--- src/rtl/pp_mul_sched_pkg.sv ---
// ---------------------------------------------------------------------------
// pp_mul_sched_pkg
// Shared types for the pp_pipeline multiplier scheduler.
//   NUM_REQ_MAX : largest supported requester count
//   req_id_t    : requester index carried through the tag pipeline
//   tag_t       : {valid, id} pair that travels alongside each multiplier stage
//   rr_slot()   : index visited at a given offset after the round-robin pointer
// ---------------------------------------------------------------------------
package pp_mul_sched_pkg;

    localparam int NUM_REQ_MAX = 8;
    localparam int REQ_ID_W    = 3;

    typedef logic [REQ_ID_W-1:0] req_id_t;

    typedef struct packed {
        logic    valid;
        req_id_t id;
    } tag_t;

    // Requester index reached after stepping 'offset' places past 'last',
    // wrapping at 'num'. Offset 1 is the highest-priority candidate.
    function automatic int rr_slot(input req_id_t last, input int offset, input int num);
        return (int'(last) + offset) % num;
    endfunction

endpackage

--- src/rtl/pp_pipeline_accel_mul_sched_if.sv ---
// ---------------------------------------------------------------------------
// pp_pipeline_accel_mul_sched_if
// Requester-side bus of the multiplier scheduler.
//   req_valid / req_ready : per-requester operand handshake (ready is one-hot)
//   req_a / req_b         : packed operands, requester i at [i*W_IN +: W_IN]
//   rsp_valid / rsp_ready : per-requester product handshake (valid at most one-hot)
//   rsp_p                 : shared product bus, qualified by rsp_valid
// Modports: master = requesters, slave = scheduler.
// ---------------------------------------------------------------------------
interface pp_pipeline_accel_mul_sched_if #(
    parameter int NUM_REQ = 4,
    parameter int W_IN    = 11,
    parameter int W_OUT   = 22
);

    logic [NUM_REQ-1:0]      req_valid;
    logic [NUM_REQ-1:0]      req_ready;
    logic [NUM_REQ*W_IN-1:0] req_a;
    logic [NUM_REQ*W_IN-1:0] req_b;
    logic [NUM_REQ-1:0]      rsp_valid;
    logic [NUM_REQ-1:0]      rsp_ready;
    logic [W_OUT-1:0]        rsp_p;

    modport master (
        output req_valid, req_a, req_b, rsp_ready,
        input  req_ready, rsp_valid, rsp_p
    );

    modport slave (
        input  req_valid, req_a, req_b, rsp_ready,
        output req_ready, rsp_valid, rsp_p
    );

endinterface

--- src/rtl/pp_mul_sched_rr_arb.sv ---
// ---------------------------------------------------------------------------
// pp_mul_sched_rr_arb
// Round-robin arbiter with a registered "last granted" pointer.
//   clk, reset_n : clock, asynchronous active-low reset
//   req_valid    : request vector
//   en           : grant enable (the multiplier clock enable)
//   gnt          : one-hot grant, combinational
//   gnt_idx      : encoded index of the winner (0 when none)
//   gnt_valid    : a grant is being issued this cycle
// The pointer resets to NUM_REQ-1 so requester 0 has first priority.
// ---------------------------------------------------------------------------
module pp_mul_sched_rr_arb
    import pp_mul_sched_pkg::*;
#(
    parameter int NUM_REQ = 4
) (
    input  logic               clk,
    input  logic               reset_n,
    input  logic [NUM_REQ-1:0] req_valid,
    input  logic               en,
    output logic [NUM_REQ-1:0] gnt,
    output req_id_t            gnt_idx,
    output logic               gnt_valid
);

    req_id_t last_gnt_q;
    req_id_t last_gnt_d;

    // Walk the candidates starting one past the pointer; the first valid one
    // wins. Nothing is granted while the multiplier is frozen.
    always_comb begin
        logic found;
        found      = 1'b0;
        gnt        = '0;
        gnt_idx    = '0;
        for (int k = 1; k <= NUM_REQ; k++) begin
            for (int i = 0; i < NUM_REQ; i++) begin
                if (en && !found && req_valid[i] && (i == rr_slot(last_gnt_q, k, NUM_REQ))) begin
                    found      = 1'b1;
                    gnt[i]     = 1'b1;
                    gnt_idx    = req_id_t'(i);
                end
            end
        end
        gnt_valid  = found;
        last_gnt_d = found ? gnt_idx : last_gnt_q;
    end

    always_ff @(posedge clk or negedge reset_n) begin
        if (!reset_n) begin
            last_gnt_q <= req_id_t'(NUM_REQ - 1);
        end else begin
            last_gnt_q <= last_gnt_d;
        end
    end

endmodule

--- src/rtl/pp_pipeline_accel_mul_sched.sv ---
// ---------------------------------------------------------------------------
// pp_pipeline_accel_mul_sched
// Shares one pipelined unsigned multiplier among NUM_REQ requesters.
//   clk, reset_n : clock, asynchronous active-low reset
//   bus          : requester bus (slave side): operand and product handshakes
//   mul_ce       : multiplier clock enable; low freezes multiplier and tags
//   mul_din0/1   : operands of the granted requester, 0 when idle
//   mul_dout     : product from the multiplier, MUL_LAT enabled edges later
//   busy         : at least one tag in flight
// A tag {valid, id} shadows every multiplier stage so the product leaving the
// last stage can be routed to its owner. The multiplier's own data is never
// reset; the tag valids alone qualify mul_dout.
// ---------------------------------------------------------------------------
module pp_pipeline_accel_mul_sched
    import pp_mul_sched_pkg::*;
#(
    parameter int NUM_REQ = 4,
    parameter int MUL_LAT = 3,
    parameter int W_IN    = 11,
    parameter int W_OUT   = 22
) (
    input  logic                           clk,
    input  logic                           reset_n,
    pp_pipeline_accel_mul_sched_if.slave   bus,
    output logic                           mul_ce,
    output logic [W_IN-1:0]                mul_din0,
    output logic [W_IN-1:0]                mul_din1,
    input  logic [W_OUT-1:0]               mul_dout,
    output logic                           busy
);

    tag_t [MUL_LAT-1:0] tag_q;
    tag_t [MUL_LAT-1:0] tag_d;
    tag_t               last_tag;

    logic [NUM_REQ-1:0] gnt;
    req_id_t            gnt_idx;
    logic               gnt_valid;
    logic [NUM_REQ-1:0] rsp_valid_int;
    logic               sel_ready;

    assign last_tag = tag_q[MUL_LAT-1];

    // Decode the last-stage owner: raise its response valid and pick up its
    // ready. The id is compared rather than used as an index because it is
    // wider than the requester vector needs.
    always_comb begin
        rsp_valid_int = '0;
        sel_ready     = 1'b0;
        for (int i = 0; i < NUM_REQ; i++) begin
            if (last_tag.id == req_id_t'(i)) begin
                rsp_valid_int[i] = last_tag.valid;
                sel_ready        = bus.rsp_ready[i];
            end
        end
    end

    // The whole pipe advances unless a finished product is waiting for an
    // owner that is not ready.
    assign mul_ce        = ~last_tag.valid | sel_ready;
    assign bus.rsp_valid = rsp_valid_int;
    assign bus.rsp_p     = mul_dout;
    assign bus.req_ready = gnt;

    pp_mul_sched_rr_arb #(
        .NUM_REQ (NUM_REQ)
    ) u_arb (
        .clk       (clk),
        .reset_n   (reset_n),
        .req_valid (bus.req_valid),
        .en        (mul_ce),
        .gnt       (gnt),
        .gnt_idx   (gnt_idx),
        .gnt_valid (gnt_valid)
    );

    // Forward the winner's operands; an idle slot feeds zeros.
    always_comb begin
        mul_din0 = '0;
        mul_din1 = '0;
        for (int i = 0; i < NUM_REQ; i++) begin
            if (gnt[i]) begin
                mul_din0 = bus.req_a[i*W_IN +: W_IN];
                mul_din1 = bus.req_b[i*W_IN +: W_IN];
            end
        end
    end

    // Tag shift register, in lockstep with the multiplier stages.
    always_comb begin
        tag_d = tag_q;
        if (mul_ce) begin
            tag_d[0].valid = gnt_valid;
            tag_d[0].id    = gnt_idx;
            for (int s = 1; s < MUL_LAT; s++) begin
                tag_d[s] = tag_q[s-1];
            end
        end
    end

    always_ff @(posedge clk or negedge reset_n) begin
        if (!reset_n) begin
            tag_q <= '0;
        end else begin
            tag_q <= tag_d;
        end
    end

    always_comb begin
        busy = 1'b0;
        for (int s = 0; s < MUL_LAT; s++) begin
            busy = busy | tag_q[s].valid;
        end
    end

endmodule

--- src/flat_wrapper.sv ---
// flat-port wrapper written by rule: the top's interface ports become plain ports
module pp_pipeline_accel_mul_sched_flat import pp_mul_sched_pkg::*;
#(
    parameter int NUM_REQ = 4,
    parameter int MUL_LAT = 3,
    parameter int W_IN    = 11,
    parameter int W_OUT   = 22
)
  (clk, reset_n, mul_ce, mul_din0, mul_din1, mul_dout, busy, bus_req_valid, bus_req_a, bus_req_b, bus_rsp_ready, bus_req_ready, bus_rsp_valid, bus_rsp_p);
  pp_pipeline_accel_mul_sched_if #(.NUM_REQ(NUM_REQ), .W_IN(W_IN), .W_OUT(W_OUT)) bus_i ();
  input  logic clk;
  input  logic reset_n;
  output logic mul_ce;
  output logic [W_IN-1:0] mul_din0;
  output logic [W_IN-1:0] mul_din1;
  input  logic [W_OUT-1:0] mul_dout;
  output logic busy;
  input wire logic [$bits(bus_i.req_valid)-1:0] bus_req_valid;
  input wire logic [$bits(bus_i.req_a)-1:0] bus_req_a;
  input wire logic [$bits(bus_i.req_b)-1:0] bus_req_b;
  input wire logic [$bits(bus_i.rsp_ready)-1:0] bus_rsp_ready;
  output wire logic [$bits(bus_i.req_ready)-1:0] bus_req_ready;
  output wire logic [$bits(bus_i.rsp_valid)-1:0] bus_rsp_valid;
  output wire logic [$bits(bus_i.rsp_p)-1:0] bus_rsp_p;
  assign bus_i.req_valid = bus_req_valid;
  assign bus_i.req_a = bus_req_a;
  assign bus_i.req_b = bus_req_b;
  assign bus_i.rsp_ready = bus_rsp_ready;
  assign bus_req_ready = bus_i.req_ready;
  assign bus_rsp_valid = bus_i.rsp_valid;
  assign bus_rsp_p = bus_i.rsp_p;
  pp_pipeline_accel_mul_sched #(.NUM_REQ(NUM_REQ), .MUL_LAT(MUL_LAT), .W_IN(W_IN), .W_OUT(W_OUT)) u_core (.clk(clk), .reset_n(reset_n), .bus(bus_i), .mul_ce(mul_ce), .mul_din0(mul_din0), .mul_din1(mul_din1), .mul_dout(mul_dout), .busy(busy));
endmodule
--- config.mk ---
export PLATFORM = sky130hd
export DESIGN_NAME = pp_pipeline_accel_mul_sched_flat
export DESIGN_NICKNAME = d
export VERILOG_FILES = /design/src/rtl/pp_mul_sched_pkg.sv /design/src/rtl/pp_pipeline_accel_mul_sched_if.sv /design/src/rtl/pp_mul_sched_rr_arb.sv /design/src/rtl/pp_pipeline_accel_mul_sched.sv /design/src/flat_wrapper.sv
export SDC_FILE = /design/constraint.sdc
export NUM_CORES = 1
export LEC_CHECK = 0
export BUFFER_PORTS_ARGS = -buffer_cell sky130_fd_sc_hd__buf_4
export CORE_MARGIN = 5
export CORE_UTILIZATION = 41
export CTS_BUF_LIST = sky130_fd_sc_hd__clkbuf_4 sky130_fd_sc_hd__clkbuf_8
export DETAILED_ROUTE_END_ITERATION = 12
export PLACE_DENSITY = 0.87
export SKIP_LAST_GASP = 1
export SYNTH_ARGS = -nofsm -noshare
export SYNTH_HDL_FRONTEND = slang
export SYNTH_HIERARCHICAL = 1
export SYNTH_SLANG_ARGS = --single-unit
--- constraint.sdc ---
create_clock -name clk -period 4.96 [get_ports clk]
set_input_delay 0 -clock clk [delete_from_list [all_inputs] [get_ports clk]]
set_output_delay 0 -clock clk [all_outputs]
set_load 0.005 [all_outputs]
==> reports/metrics.cfg <==
[run_status]
status=finished, final reports clean

[setup_path]
cp_slowest_stage_delay_ns=0.52
crit_path_end=mul_din0[3]
critPathKind=reg2out
crit_start=u_core/last_tag[0]
required_ns=4.96
reg2reg_setup_slack_ns=2.89
crit_slowest_cell=nor4_1
reg2reg_from=u_core/last_tag[0]
start_kind=register
cp_common_cell=buf_4
cpLargestDelayFamily=simple AND/OR/NAND/NOR gates
crit_arrival_ns=3.11
r2r_end=u_core/tag_q[1]
path_buf_inv=4
cp_cell_sequence=or2_0, o221ai_2, buf_4, inv_2, nor4_1, nor2b_1, buf_4, a221oi_1, o31ai_1, buf_4
r2r_cells=7
critical_path.max_fanout=20
cp-end-kind=output port
cp.depth=10

[global_routing]
grt_max_degree=46
overflow=0
grt_pass1_wl_um=10300
antenna_found_initial=0
grtUsageTotal=0.208
grt_pass1_vias=2175

[cts]
clockBufferDepth=2
post_cts_buffers=0
clkLatencyLatePin_ns=0.24
cts_buffers=3
postCtsHoldBufs=1
h-tree-depth=1
cts-root-buf=clkbuf_8
clkSlewWorstSetupHoldPaths_ns=0.05
cts_resized=0
cts_sinks=14
cts_tree=yes

[placed_design]
dp_slack_ns=2.15
dp_hpwl_um=5400
gp_congestion=0.821
numPlacedInstances=371
io_buffers=129
post_dp_cell_area_um2=2640

[synthesis]
synth_top_cell_area_share=0.163
synth_nets=350
ys_types=48
ys_seq_area_frac=0.192
synth_area_leaders=dfrtp_1 16%, buf_4 11%, a221oi_1 9.5%, o31ai_1 9.0%, nor2b_1 7.8%
synthesis.instances=230
synth-edff-count=0
synth_area_um2=1840
synth-main-ff-cell=dfrtp_1
ys_ff_latch=14
synth_area_per_cell_um2=8.00
async_flop_share=1.00
ys_warn_count=6
yosysTopAreaCell=dfrtp_1

[layout]
antenna_cells=0
final_cell_mix=133 x buf_4, 28 x nand2_1, 23 x nor2b_1
final-instance-count-excl-fill=376
drive_gt1_frac=0.488
fin_nets=445
area_delta_synth_final_pct=46.9
final_common_cell=buf_4
design_area_um2=2700

[route]
dr.pass1.iters=4
drt_iter0_markers=175
ant_nets=0
wl_per_cell_um=17.9
vias_per_cell=5.70
dr_total_vias=2143
drc=0
wirelength_um=6720

[timing]
finalCritPeriodShare=0.626
worst_pin_slew_ns=1.03
slew_viol_final=0
skew_ns=0.00206
fin_crit_ns=3.11
slew_headroom=0.311
final-setup-viol-count=0
final_hold_viol_count=0
fin_tns_setup_ns=0
fmaxAchievable_mhz=322
layout_setup_ws_ns=1.85
rsz0062_at_grt=no

[power_and_ir_drop]
powerDensity_nw_per_um2=502
p_leak_uw=0.00125
irDropWorstVdd_v=0.000197

[die]
num_io_pins=174
row_count=24
die_x_um=77
start_util=0.423
die-area_um2=5930
die_h_um=77
fp.coreArea_um2=4350

[job]
max_cap_viol_count=0

[worst_hold_path]
hold_path.class=in2out

flip-flops by register name (all words and copies together), names as in the netlist:
register and count:
u_core/last_tag 4, u_core/u_arb/last_gnt_q 2, u_core/tag_q 8
power breakdown:
group          switching, uW  internal, uW  total [uW]
clock                   36.4          70.1         106
sequential              92.9           177         270
combinational            442           539         981
routing by layer:
metal | routed length [um] | track usage | part of all wire
met2 | 3420 | 0.363 | 0.51
met3 | 679 | 0.0703 | 0.10
met1 | 2370 | 0.224 | 0.35
met5 | 0 | 0 | 0
met4 | 257 | 0.0945 | 0.038
metrics by stage:
step / hold WS [ns] / utilization / power (uW)
2_1_floorplan: -0.296 / - / 873
3_3_place_gp: -0.151 / 0.606 / 1220
3_5_place_dp: -0.147 / 0.606 / 1250
4_1_cts: 0.0000346 / 0.621 / 1360
5_1_grt: 0.00000931 / 0.621 / 1460
6_report: 0.00000200 / 0.621 / 1360
cell type report:
cell class,instances,area [um^2]
timing repair buffer,134,1010
clock buffer,4,55.1
multi-input combinational,166,1200
inverter,6,22.5
sequential,14,353
tap,52,65.1
fill,376,1650
Yosys cell counts (2+ instances only):
library cell   n
nor3_1         2
a221oi_1      20
buf_6          3
inv_2          2
dfstp_2        2
buf_2          3
buf_4         26
mux2_4         6
nand3b_1       2
dfrtp_1       12
nor4_1         2
nand2b_1       6
nor2b_1       23
o31ai_1       22
nand2_1       28
a22o_1         3
inv_1          4
clkbuf_1      12
mux2i_1        2
a21oi_1       10
o21ai_1        5
mux2_1         2
nor2_1         8
worst min path at each step:
stage,from,endpoint,slack (ns),cells past startpoint
CTS,mul_dout[0],bus_rsp_p[0],0.00003,0
global route,mul_dout[20],bus_rsp_p[20],0.000009,0
detailed placement,reset_n,u_core/last_tag[3],-0.15,1
floorplan,reset_n,u_core/last_tag[0],-0.30,0
global placement,reset_n,u_core/tag_q[7],-0.15,1
finish,mul_dout[6],bus_rsp_p[6],0.000002,0
kinds of logic (layout without fill, tap and decap cells):
kind of cell	count (synthesis)	in the layout	synth area share
buffers and inverters	50	144	0.169
multiplexers	11	11	0.0843
flip-flops	14	14	0.192
AO/OA/AOI/OAI	73	73	0.315
other	1	1	0.00204
AND/OR/NAND/NOR	81	81	0.238
Power figures use the tool's default switching activity.
